==> config.mk <==
export PLATFORM = sky130hd
export DESIGN_NAME = indicador_ring_multi_flat
export DESIGN_NICKNAME = d
export VERILOG_FILES = /design/src/rtl/indicador_ring_multi_if.sv /design/src/rtl/indicador_ring_multi.sv /design/src/flat_wrapper.sv
export SDC_FILE = /design/constraint.sdc
export NUM_CORES = 1
export LEC_CHECK = 0
export ABC_CLOCK_PERIOD_IN_PS = 15500
export CAP_MARGIN = 5
export CORE_MARGIN = 1
export CORE_UTILIZATION = 44
export CTS_CLUSTER_SIZE = 12
export DETAILED_ROUTE_END_ITERATION = 16
export PLACE_DENSITY = 0.8
export SKIP_LAST_GASP = 1
export SLEW_MARGIN = 20
export SYNTH_ARGS = -nofsm -noshare
export SYNTH_HDL_FRONTEND = slang
export SYNTH_SLANG_ARGS = --single-unit
==> constraint.sdc <==
create_clock -name clk -period 15.5 [get_ports clk]
set_input_delay 2.325 -clock clk [delete_from_list [all_inputs] [get_ports clk]]
set_output_delay 2.325 -clock clk [all_outputs]
set_load 0.02 [all_outputs]
==> src/rtl/indicador_ring_multi_if.sv <==
// indicador_ring_multi_if
// Bundles every non-clock/reset signal of indicador_ring_multi.
//   master modport : drives alarm settings, RTC time, tick/stop pulses and
//                    the channel select; reads the ring flags and digits.
//   slave modport  : the indicator itself (inputs/outputs mirrored).
//   Signals: alarma_on, alarma_hms, HRTC/MRTC/SRTC, tick_seg, apagar, sel,
//            activring, ring_canal, hora1/hora2/min1/min2/seg1/seg2.
//   Optional macro INDICADOR_RING_SNOOZE_EN adds the posponer pulse.
interface indicador_ring_multi_if #(
  parameter int NUM_ALARMAS = 2,
  parameter int SEL_W       = 1
);
  logic [NUM_ALARMAS-1:0]    alarma_on;
  logic [24*NUM_ALARMAS-1:0] alarma_hms;
  logic [7:0]                HRTC;
  logic [7:0]                MRTC;
  logic [7:0]                SRTC;
  logic                      tick_seg;
  logic                      apagar;
  logic [SEL_W-1:0]          sel;
`ifdef INDICADOR_RING_SNOOZE_EN
  logic                      posponer;
`endif
  logic                      activring;
  logic [NUM_ALARMAS-1:0]    ring_canal;
  logic [3:0]                hora1;
  logic [3:0]                hora2;
  logic [3:0]                min1;
  logic [3:0]                min2;
  logic [3:0]                seg1;
  logic [3:0]                seg2;

  modport master (
`ifdef INDICADOR_RING_SNOOZE_EN
    output posponer,
`endif
    output alarma_on, alarma_hms, HRTC, MRTC, SRTC, tick_seg, apagar, sel,
    input  activring, ring_canal, hora1, hora2, min1, min2, seg1, seg2
  );

  modport slave (
`ifdef INDICADOR_RING_SNOOZE_EN
    input  posponer,
`endif
    input  alarma_on, alarma_hms, HRTC, MRTC, SRTC, tick_seg, apagar, sel,
    output activring, ring_canal, hora1, hora2, min1, min2, seg1, seg2
  );
endinterface

==> src/rtl/indicador_ring_multi.sv <==
// indicador_ring_multi
// Multi-channel alarm indicator. Each of NUM_ALARMAS BCD alarm times is
// compared against the RTC time; a rising match starts that channel ringing
// for RING_SEG tick_seg pulses unless stopped by apagar. For the channel
// picked by sel, the time remaining until the alarm ((alarm - RTC) mod 24 h)
// is shown as registered BCD digits.
//   clk, reset : rising-edge clock, synchronous active-high reset
//   bus        : indicador_ring_multi_if.slave (alarms, RTC, pulses, sel,
//                activring, ring_canal, remaining-time digits)
// Optional feature macro: INDICADOR_RING_SNOOZE_EN adds the posponer input
// and a SNOOZE state lasting 60*SNOOZE_MIN tick_seg pulses.
module indicador_ring_multi #(
  parameter int NUM_ALARMAS = 2,
  parameter int SEL_W       = 1,
  parameter int RING_SEG    = 30,
  parameter int SNOOZE_MIN  = 5
) (
  input logic                   clk,
  input logic                   reset,
  indicador_ring_multi_if.slave bus
);

`ifdef INDICADOR_RING_SNOOZE_EN
  typedef enum logic [1:0] {IDLE, ARMED, RINGING, SNOOZE} state_e;
  localparam logic [15:0] SNOOZE_LAST = 16'(60 * SNOOZE_MIN - 1);
`else
  typedef enum logic [1:0] {IDLE, ARMED, RINGING} state_e;
`endif

  // Value the ring counter holds just before the tick that ends the ring.
  localparam logic [7:0] RING_LAST = 8'(RING_SEG - 1);

  state_e                 state_q   [NUM_ALARMAS];
  state_e                 state_d   [NUM_ALARMAS];
  logic [7:0]             ringCnt_q [NUM_ALARMAS];
  logic [7:0]             ringCnt_d [NUM_ALARMAS];
`ifdef INDICADOR_RING_SNOOZE_EN
  logic [15:0]            snoozeCnt_q [NUM_ALARMAS];
  logic [15:0]            snoozeCnt_d [NUM_ALARMAS];
`endif
  logic [NUM_ALARMAS-1:0] match;
  logic [NUM_ALARMAS-1:0] matchEdge;
  logic [NUM_ALARMAS-1:0] match_prev_q;
  logic [NUM_ALARMAS-1:0] ringNext;
  logic [NUM_ALARMAS-1:0] ring_canal_q;
  logic                   activring_q;

  // Exact equality only, so invalid BCD cannot corrupt the FSMs.
  always_comb begin
    match = '0;
    for (int k = 0; k < NUM_ALARMAS; k++) begin
      match[k] = (bus.alarma_hms[24*k +: 24] == {bus.HRTC, bus.MRTC, bus.SRTC});
    end
  end

  assign matchEdge = match & ~match_prev_q;

  // Per-channel next state; alarma_on low overrides everything, apagar
  // beats a coincident match edge or snooze request.
  always_comb begin
    ringNext = '0;
    for (int k = 0; k < NUM_ALARMAS; k++) begin
      state_d[k]   = state_q[k];
      ringCnt_d[k] = ringCnt_q[k];
`ifdef INDICADOR_RING_SNOOZE_EN
      snoozeCnt_d[k] = snoozeCnt_q[k];
`endif
      if (!bus.alarma_on[k]) begin
        state_d[k] = IDLE;
      end else begin
        case (state_q[k])
          IDLE: state_d[k] = ARMED;
          ARMED: begin
            if (matchEdge[k] && !bus.apagar) begin
              state_d[k]   = RINGING;
              ringCnt_d[k] = '0;
            end
          end
          RINGING: begin
            if (bus.apagar) begin
              state_d[k] = ARMED;
`ifdef INDICADOR_RING_SNOOZE_EN
            end else if (bus.posponer) begin
              state_d[k]     = SNOOZE;
              snoozeCnt_d[k] = '0;
`endif
            end else if (bus.tick_seg) begin
              ringCnt_d[k] = ringCnt_q[k] + 8'd1;
              if (ringCnt_q[k] == RING_LAST) begin
                state_d[k] = ARMED;
              end
            end
          end
`ifdef INDICADOR_RING_SNOOZE_EN
          SNOOZE: begin
            if (bus.apagar) begin
              state_d[k] = ARMED;
            end else if (bus.tick_seg) begin
              snoozeCnt_d[k] = snoozeCnt_q[k] + 16'd1;
              if (snoozeCnt_q[k] == SNOOZE_LAST) begin
                state_d[k]   = RINGING;
                ringCnt_d[k] = '0;
              end
            end
          end
`endif
          default: state_d[k] = IDLE;
        endcase
      end
      ringNext[k] = (state_d[k] == RINGING);
    end
  end

  // Ring flags are registered from the next state so they track state_q.
  always_ff @(posedge clk) begin
    if (reset) begin
      for (int k = 0; k < NUM_ALARMAS; k++) begin
        state_q[k]   <= IDLE;
        ringCnt_q[k] <= '0;
`ifdef INDICADOR_RING_SNOOZE_EN
        snoozeCnt_q[k] <= '0;
`endif
      end
      match_prev_q <= '0;
      ring_canal_q <= '0;
      activring_q  <= 1'b0;
    end else begin
      for (int k = 0; k < NUM_ALARMAS; k++) begin
        state_q[k]   <= state_d[k];
        ringCnt_q[k] <= ringCnt_d[k];
`ifdef INDICADOR_RING_SNOOZE_EN
        snoozeCnt_q[k] <= snoozeCnt_d[k];
`endif
      end
      match_prev_q <= match;
      ring_canal_q <= ringNext;
      activring_q  <= |ringNext;
    end
  end

  assign bus.ring_canal = ring_canal_q;
  assign bus.activring  = activring_q;

  // Returns {borrow_out, digit} of a - b - bin in a digit of the given base.
  function automatic logic [4:0] digSub(input logic [3:0] a, input logic [3:0] b,
                                        input logic bin, input logic [3:0] base);
    logic [4:0] t;
    t = {1'b0, a} + {1'b0, base} - {1'b0, b} - {4'b0, bin};
    if (t >= {1'b0, base}) return {1'b0, 4'(t - {1'b0, base})};
    else return {1'b1, t[3:0]};
  endfunction

  logic [23:0] selHms;
  logic        selValid;
  logic [4:0]  s2R, s1R, m2R, m1R;
  logic [7:0]  hA, hR, hD;
  logic [3:0]  hTens, hUnits;

  // Out-of-range sel leaves selValid low, which blanks the digits.
  always_comb begin
    selHms   = '0;
    selValid = 1'b0;
    for (int k = 0; k < NUM_ALARMAS; k++) begin
      if (int'(bus.sel) == k) begin
        selHms   = bus.alarma_hms[24*k +: 24];
        selValid = 1'b1;
      end
    end
  end

  // Seconds and minutes subtract digit-wise; hours go through binary so the
  // mod-24 wrap is a single compare.
  always_comb begin
    s2R = digSub(selHms[3:0],   bus.SRTC[3:0], 1'b0,   4'd10);
    s1R = digSub(selHms[7:4],   bus.SRTC[7:4], s2R[4], 4'd6);
    m2R = digSub(selHms[11:8],  bus.MRTC[3:0], s1R[4], 4'd10);
    m1R = digSub(selHms[15:12], bus.MRTC[7:4], m2R[4], 4'd6);
    hA  = 8'(selHms[23:20]) * 8'd10 + 8'(selHms[19:16]);
    hR  = 8'(bus.HRTC[7:4]) * 8'd10 + 8'(bus.HRTC[3:0]);
    hD  = hA + 8'd24 - hR - {7'b0, m1R[4]};
    if (hD >= 8'd24) hD = hD - 8'd24;
    if (hD >= 8'd20) begin
      hTens  = 4'd2;
      hUnits = 4'(hD - 8'd20);
    end else if (hD >= 8'd10) begin
      hTens  = 4'd1;
      hUnits = 4'(hD - 8'd10);
    end else begin
      hTens  = 4'd0;
      hUnits = hD[3:0];
    end
  end

  logic [3:0] hora1_q, hora2_q, min1_q, min2_q, seg1_q, seg2_q;

  always_ff @(posedge clk) begin
    if (reset || !selValid) begin
      hora1_q <= '0;
      hora2_q <= '0;
      min1_q  <= '0;
      min2_q  <= '0;
      seg1_q  <= '0;
      seg2_q  <= '0;
    end else begin
      hora1_q <= hTens;
      hora2_q <= hUnits;
      min1_q  <= m1R[3:0];
      min2_q  <= m2R[3:0];
      seg1_q  <= s1R[3:0];
      seg2_q  <= s2R[3:0];
    end
  end

  assign bus.hora1 = hora1_q;
  assign bus.hora2 = hora2_q;
  assign bus.min1  = min1_q;
  assign bus.min2  = min2_q;
  assign bus.seg1  = seg1_q;
  assign bus.seg2  = seg2_q;

endmodule

==> src/flat_wrapper.sv <==
// flat-port wrapper written by rule: the top's interface ports become plain ports
module indicador_ring_multi_flat 
#(
  parameter int NUM_ALARMAS = 2,
  parameter int SEL_W       = 1,
  parameter int RING_SEG    = 30,
  parameter int SNOOZE_MIN  = 5
)
  (clk, reset, bus_alarma_on, bus_alarma_hms, bus_HRTC, bus_MRTC, bus_SRTC, bus_tick_seg, bus_apagar, bus_sel, bus_activring, bus_ring_canal, bus_hora1, bus_hora2, bus_min1, bus_min2, bus_seg1, bus_seg2);
  indicador_ring_multi_if #(.NUM_ALARMAS(NUM_ALARMAS), .SEL_W(SEL_W)) bus_i ();
  input logic clk;
  input logic reset;
  input wire logic [$bits(bus_i.alarma_on)-1:0] bus_alarma_on;
  input wire logic [$bits(bus_i.alarma_hms)-1:0] bus_alarma_hms;
  input wire logic [$bits(bus_i.HRTC)-1:0] bus_HRTC;
  input wire logic [$bits(bus_i.MRTC)-1:0] bus_MRTC;
  input wire logic [$bits(bus_i.SRTC)-1:0] bus_SRTC;
  input wire logic [$bits(bus_i.tick_seg)-1:0] bus_tick_seg;
  input wire logic [$bits(bus_i.apagar)-1:0] bus_apagar;
  input wire logic [$bits(bus_i.sel)-1:0] bus_sel;
  output wire logic [$bits(bus_i.activring)-1:0] bus_activring;
  output wire logic [$bits(bus_i.ring_canal)-1:0] bus_ring_canal;
  output wire logic [$bits(bus_i.hora1)-1:0] bus_hora1;
  output wire logic [$bits(bus_i.hora2)-1:0] bus_hora2;
  output wire logic [$bits(bus_i.min1)-1:0] bus_min1;
  output wire logic [$bits(bus_i.min2)-1:0] bus_min2;
  output wire logic [$bits(bus_i.seg1)-1:0] bus_seg1;
  output wire logic [$bits(bus_i.seg2)-1:0] bus_seg2;
  assign bus_i.alarma_on = bus_alarma_on;
  assign bus_i.alarma_hms = bus_alarma_hms;
  assign bus_i.HRTC = bus_HRTC;
  assign bus_i.MRTC = bus_MRTC;
  assign bus_i.SRTC = bus_SRTC;
  assign bus_i.tick_seg = bus_tick_seg;
  assign bus_i.apagar = bus_apagar;
  assign bus_i.sel = bus_sel;
  assign bus_activring = bus_i.activring;
  assign bus_ring_canal = bus_i.ring_canal;
  assign bus_hora1 = bus_i.hora1;
  assign bus_hora2 = bus_i.hora2;
  assign bus_min1 = bus_i.min1;
  assign bus_min2 = bus_i.min2;
  assign bus_seg1 = bus_i.seg1;
  assign bus_seg2 = bus_i.seg2;
  indicador_ring_multi #(.NUM_ALARMAS(NUM_ALARMAS), .SEL_W(SEL_W), .RING_SEG(RING_SEG), .SNOOZE_MIN(SNOOZE_MIN)) u_core (.clk(clk), .reset(reset), .bus(bus_i));
endmodule
==> impl_metrics.env, run 1 <==
export IMPL_status="complete, no violations"
export IMPL_antenna_cells=0
export IMPL_final_util=0.585
export IMPL_clk_pin_slew_ns=0.09
export IMPL_slew_viol_final=0
export IMPL_grt_pass1_wl_mm=17.6
export IMPL_critPathMaxFanout=7
export IMPL_async_flop_share=0
export IMPL_period_share=0.911
export IMPL_synth_edff_count=0
export IMPL_drive_gt1_frac=0.0524
export IMPL_synth_top_cell_by_area="dfxtp_1"
export IMPL_busiest_layer="met2"
export IMPL_cts_resized=0
export IMPL_cts_htree_levels=2
export IMPL_synth_area_leaders="dfxtp_1, ha_1, fa_1, xnor2_1, xor2_1"
export IMPL_synth_ff_type="dfxtp_1"
export IMPL_ios=106
export IMPL_p_per_area_mw_per_mm2=152
export IMPL_setup_violations=0
export IMPL_cp_common_cell="ha_1"
export IMPL_synth_common_cells="inv_1, ha_1, nor2_1"
export IMPL_die_height_um=102
export IMPL_clock_latency_ns=0.30
export IMPL_gr_usage_met1=0.263
export IMPL_clock_sinks=47
export IMPL_grtUsageMet2=0.381
export IMPL_total_power_uw=870
export IMPL_die_w_um=102
export IMPL_fillers=847
export IMPL_cp_required_ns=15.69
export IMPL_detail_route_wl_per_cell_um=14.6
export IMPL_synth_area_mm2=0.00443
export IMPL_place_ws_ns=1.09
export IMPL_cts_buffer_depth=2
export IMPL_finalWorstSetupSlack_ns=1.38
export IMPL_drv_cap=0
export IMPL_yosysWarnings=0
export IMPL_path_class="input port to flip-flop"
export IMPL_slew_headroom=0.613
export IMPL_drcViolationCount=0
export IMPL_totalWireLength_mm=10.6
export IMPL_synth_area_per_cell_um2=9.09
export IMPL_tns_ns=0
export IMPL_hold_slack_ns=0.510
export IMPL_yosysUniqueCellTypes=56
export IMPL_synth_top_cell_area_share=0.213
export IMPL_grt_pass1_vias=3858
export IMPL_synth_most_common_cell="inv_1"
export IMPL_ant_nets=0
export IMPL_grt_use_met3=0.0527
export IMPL_cts_hold_buf=0
export IMPL_worstSetupStartpointType="input port"
export IMPL_num_rows=36
export IMPL_num_vias=3711
export IMPL_vias_per_cell=5.12
export IMPL_post_route_min_period_ns=14.12
export IMPL_syn_instance_count=487
export IMPL_grt_max_degree=34
export IMPL_core_area_mm2=0.00977
export IMPL_hold_class="flip-flop to flip-flop"
export IMPL_finalHoldViolations=0
export IMPL_timing_fmax_ghz=0.0708
export IMPL_endpoint_kind="flip-flop"
export IMPL_die_area_mm2=0.0105
export IMPL_peakVddDrop_uv=120
export IMPL_worst_pin_slew_ns=0.576
export IMPL_antenna_found_initial=0
export IMPL_fin_nets=751
export IMPL_cts_buffers=5
export IMPL_port_buffers=103
export IMPL_synth_seq_cells=47
export IMPL_root_buffer="clkbuf_8"
export IMPL_gr_usage_all_layers=0.216
export IMPL_initial_core_util=0.453
export IMPL_cts_setup_buffers=0
export IMPL_crit_buf_inv=11
export IMPL_clock_skew_ns=0.00752
export IMPL_syn2layout_area_growth_pct=29.2
export IMPL_critPathArrivalTime_ns=14.31
export IMPL_place_gp_congestion=0.892
export IMPL_p_leak_nw=2.45
export IMPL_cp_top_family="adder cells"
export IMPL_synth_seq_area_share=0.213
export IMPL_drt_initial_drc_count=97
export IMPL_place_hpwl_mm=9.05
export IMPL_cts_tree="done"
export IMPL_crit_path_max_incr_delay_ns=0.69
export IMPL_rsz0062_at_grt="no"
export IMPL_critical_path_slowest_cell="clkdlybuf4s50_1"
export IMPL_grt_ovfl_total=0
export IMPL_dr_pass1_iters=4
-- area by class of cell --
class                      count  area (um2)  area share
clock inverter                 2        38.8     0.00678
inverter                      61         229      0.0400
sequential                    47         941       0.165
multi-input combinational    371        3220       0.562
timing repair buffer         105        1050       0.183
tap                          133         166      0.0291
clock buffer                   6        82.6      0.0144
-- per-stage QoR --
stage	cell area (um2)	instances
detailed placement	5600	717
global placement	5600	717
floorplan	4430	488
CTS	5720	725
global route	5720	725
finish	5720	725
-- report_power, final --
| group | total, mW | internal (mW) | switching [mW] |
|---|---|---|---|
| Clock | 0.0960 | 0.0531 | 0.0429 |
| Sequential | 0.152 | 0.144 | 0.00738 |
| Combinational | 0.622 | 0.276 | 0.346 |
-- tightest hold or removal path, cell delays in order (launching register included) --
cell and delay, ns:
dfxtp_1 0.34, o21ai_0 0.07, a21oi_1 0.06
-- path summary, 6_finish.rpt --
| kind | startpoint | to | slack (ns) | depth (start not counted) |
|---|---|---|---|---|
| worst max-delay path | bus_sel | u_core.bus.hora2[1] | 1.38 | 51 |
| worst min-delay path | u_core.ringCnt_q[0][5] | u_core.ringCnt_q[0][5] | 0.51 | 2 |
| worst max register to register | u_core.state_q[0][1] | u_core.ringCnt_q[0][5] | 13.51 | 6 |
| worst min register to register | u_core.ringCnt_q[0][5] | u_core.ringCnt_q[0][5] | 0.51 | 2 |
-- sequential cells by signal, summed over array words and instances (netlist names) --
name	cells
u_core.state_q	4
u_core.bus.seg2	4
u_core.bus.hora2	4
u_core.ringCnt_q	16
u_core.bus.activring	1
u_core.bus.hora1	2
u_core.bus.seg1	4
u_core.match_prev_q	2
u_core.bus.ring_canal	2
u_core.bus.min1	4
u_core.bus.min2	4
-- placed cells by master (no fill, tap or decap), types with 2 or more instances in the layout --
master	count
nand4_1	18
or3_1	5
nor3b_1	5
buf_4	2
xor2_1	36
a21oi_1	16
o21ai_0	4
a31oi_1	2
a21o_1	2
nor3_1	7
nor2b_1	6
conb_1	2
nor4_1	7
dfxtp_1	47
clkdlybuf4s50_1	103
nand2b_1	3
or2_2	3
inv_1	61
a21boi_0	2
and3_1	5
a211oi_1	6
nor2_1	49
nand3_1	2
fa_1	21
xnor2_1	42
clkbuf_8	6
nand2_1	17
ha_1	60
mux2_2	8
mux2i_1	17
-- routing by layer --
metal | part of all wire | wire length, um
met2 | 0.46 | 4860
met1 | 0.45 | 4710
met4 | 0.016 | 170
met5 | 0 | 0
met3 | 0.077 | 808
-- cells by family after synthesis --
logic type | synth area share
AND/OR/NAND/NOR | 0.161
adder cells (fa/ha/maj) | 0.265
XOR/XNOR | 0.163
buffers and inverters | 0.0619
flip-flops | 0.213
AO/OA/AOI/OAI | 0.0712
multiplexers | 0.0644
other | 0.000847
Note: power is estimated with default switching activity, not from simulation.
==> run 2: changes to the inputs <==
--- a/config.mk
+++ b/config.mk
@@ -5,13 +5,14 @@
 export SDC_FILE = /design/constraint.sdc
 export NUM_CORES = 1
 export LEC_CHECK = 0
+export ABC_AREA = 1
 export ABC_CLOCK_PERIOD_IN_PS = 15500
 export CAP_MARGIN = 5
-export CORE_MARGIN = 1
+export CORE_MARGIN = 5
 export CORE_UTILIZATION = 44
 export CTS_CLUSTER_SIZE = 12
 export DETAILED_ROUTE_END_ITERATION = 16
-export PLACE_DENSITY = 0.8
+export PLACE_DENSITY = 0.79
 export SKIP_LAST_GASP = 1
 export SLEW_MARGIN = 20
 export SYNTH_ARGS = -nofsm -noshare
==> impl_metrics.env, run 2 <==
export IMPL_critPathArrivalTime_ns=14.09
export IMPL_num_rows=37
export IMPL_grt_use_met3=0.0313
export IMPL_dr_pass1_iters=4
export IMPL_synth_most_common_cell="nand2_1"
export IMPL_status="complete, no violations"
export IMPL_die_height_um=114
export IMPL_busiest_layer="met2"
export IMPL_tns_ns=0
export IMPL_fillers=965
export IMPL_async_flop_share=0
export IMPL_synth_common_cells="nand2_1, inv_1, ha_1"
export IMPL_port_buffers=103
export IMPL_clock_sinks=47
export IMPL_finalHoldViolations=0
export IMPL_hold_slack_ns=0.498
export IMPL_p_leak_nw=2.77
export IMPL_yosysUniqueCellTypes=37
export IMPL_detail_route_wl_per_cell_um=13.8
export IMPL_ant_nets=0
export IMPL_syn2layout_area_growth_pct=27.2
export IMPL_slew_viol_final=0
export IMPL_synth_top_cell_area_share=0.199
export IMPL_grtUsageMet2=0.335
export IMPL_synth_area_leaders="dfxtp_1, ha_1, nand2_1, fa_1, inv_1"
export IMPL_synth_top_cell_by_area="dfxtp_1"
export IMPL_dpl_cell_count=876
export IMPL_initial_core_util=0.455
export IMPL_regMostFlops="u_core.ringCnt_q"
export IMPL_core_area_mm2=0.0104
export IMPL_grt_pass1_vias=4485
export IMPL_post_route_min_period_ns=13.89
export IMPL_largest_reg_flops=16
export IMPL_gr_usage_all_layers=0.193
export IMPL_total_power_uw=879
export IMPL_grt_pass1_wl_mm=20.7
export IMPL_fin_nets=907
export IMPL_yosysWarnings=0
export IMPL_worstSetupStartpointType="input port"
export IMPL_hold_class="flip-flop to flip-flop"
export IMPL_antenna_found_initial=0
export IMPL_cp_required_ns=15.71
export IMPL_cts_htree_levels=2
export IMPL_place_gp_congestion=0.898
export IMPL_root_buffer="clkbuf_8"
export IMPL_endpoint_kind="flip-flop"
export IMPL_die_area_mm2=0.0129
export IMPL_gr_usage_met1=0.238
export IMPL_syn_instance_count=645
export IMPL_mostFrequentLayoutCells="nand2_1, clkdlybuf4s50_1, inv_1"
export IMPL_num_vias=4481
export IMPL_totalWireLength_mm=12.2
export IMPL_cts_setup_buffers=0
export IMPL_clock_latency_ns=0.31
export IMPL_finalWorstSetupSlack_ns=1.61
export IMPL_cts_hold_buf=0
export IMPL_cts_resized=0
export IMPL_drive_gt1_frac=0.0508
export IMPL_critPathMaxFanout=17
export IMPL_rsz0062_at_grt="no"
export IMPL_vias_per_cell=5.07
export IMPL_clk_pin_slew_ns=0.10
export IMPL_antenna_cells=0
export IMPL_cts_buffer_depth=2
export IMPL_drcViolationCount=0
export IMPL_crit_buf_inv=15
export IMPL_clock_skew_ns=0.00831
export IMPL_synth_seq_area_share=0.199
export IMPL_place_hpwl_mm=10.4
export IMPL_mostFrequentLayoutCell="nand2_1"
export IMPL_synth_area_mm2=0.00474
export IMPL_drv_cap=0
export IMPL_place_ws_ns=1.34
export IMPL_timing_fmax_ghz=0.0720
export IMPL_synth_seq_cells=47
export IMPL_period_share=0.896
export IMPL_final_cells=884
export IMPL_p_per_area_mw_per_mm2=146
export IMPL_die_w_um=114
export IMPL_ios=106
export IMPL_peakVddDrop_uv=93.1
export IMPL_crit_path_max_incr_delay_ns=0.92
export IMPL_synth_ff_type="dfxtp_1"
export IMPL_grt_max_degree=39
export IMPL_worst_pin_slew_ns=0.698
export IMPL_synth_edff_count=0
export IMPL_cp_top_family="adder cells"
export IMPL_critical_path_slowest_cell="clkdlybuf4s50_1"
export IMPL_cts_buffers=5
export IMPL_path_class="input port to flip-flop"
export IMPL_cp_common_cell="ha_1"
export IMPL_setup_violations=0
export IMPL_synth_area_per_cell_um2=7.34
export IMPL_cts_tree="done"
export IMPL_slew_headroom=0.534
export IMPL_drt_initial_drc_count=226
export IMPL_grt_ovfl_total=0
run 2: cell count changes in the layout (fill, tap and decap cells not counted), moves of 7 or more:
cell	before	now
mux2_2	8	0
nand2_2	0	8
a21oi_1	16	31
o21ai_0	4	16
nand2_1	17	132
inv_1	61	98
mux2i_1	17	10
nand3_1	2	36
xor2_1	36	17
run 2: worst paths after layout:
kind / slack (ns) / endpoint / from / cells after the start
max: 1.61 / u_core.bus.hora2[1] / bus_sel / 60
min: 0.50 / u_core.ringCnt_q[0][4] / u_core.ringCnt_q[0][4] / 2
max reg2reg: 13.87 / u_core.bus.activring / u_core.ringCnt_q[0][1] / 8
min reg2reg: 0.50 / u_core.ringCnt_q[0][4] / u_core.ringCnt_q[0][4] / 2
run 2: layout make-up:
| type | instances | area, um2 | area share |
|---|---|---|---|
| sequential | 47 | 941 | 0.156 |
| inverter | 103 | 387 | 0.0642 |
| multi-input combinational | 485 | 3360 | 0.558 |
| tap | 136 | 170 | 0.0283 |
| clock buffer | 5 | 68.8 | 0.0114 |
| timing repair buffer | 105 | 1050 | 0.174 |
| clock inverter | 3 | 46.3 | 0.00769 |
run 2: kinds of logic (layout without fill, tap and decap cells):
logic type / count (synthesis) / after routing / share of synthesized area
and+or+nand+nor: 278 / 278 / 0.270
buffers and inverters: 114 / 216 / 0.0919
adders and majority gates: 81 / 81 / 0.247
xor gates and xnor gates: 58 / 58 / 0.107
AOI/OAI and AO/OA: 56 / 56 / 0.0631
DFF: 47 / 47 / 0.199
muxes: 10 / 10 / 0.0211
other: 1 / 2 / 0.000792
run 2: metrics by stage:
step	instance area (um2)	util
2_1_floorplan	4740	-
3_3_place_gp	5910	0.567
3_5_place_dp	5910	0.567
4_1_cts	6020	0.578
5_1_grt	6020	0.578
6_report	6020	0.578
run 2: per-layer routing:
metal  wire (um)  part of all wire  up-vias
li1            -                 -     2261
met1        5240              0.43     2064
met2        5950              0.49      128
met3         663             0.054       28
met4         348             0.029        0
met5           0                 0        -
run 2: worst min-delay path: cells and delay by family, from the launching register on:
family	cells	cell delay [ns]
flip-flops	1	0.34
AND/OR/NAND/NOR	1	0.07
AO/OA/AOI/OAI	1	0.05
run 2: power breakdown:
part	total (mW)	internal, mW	switching [mW]
Clock	0.0930	0.0486	0.0444
Combinational	0.633	0.253	0.381
Sequential	0.153	0.144	0.00830
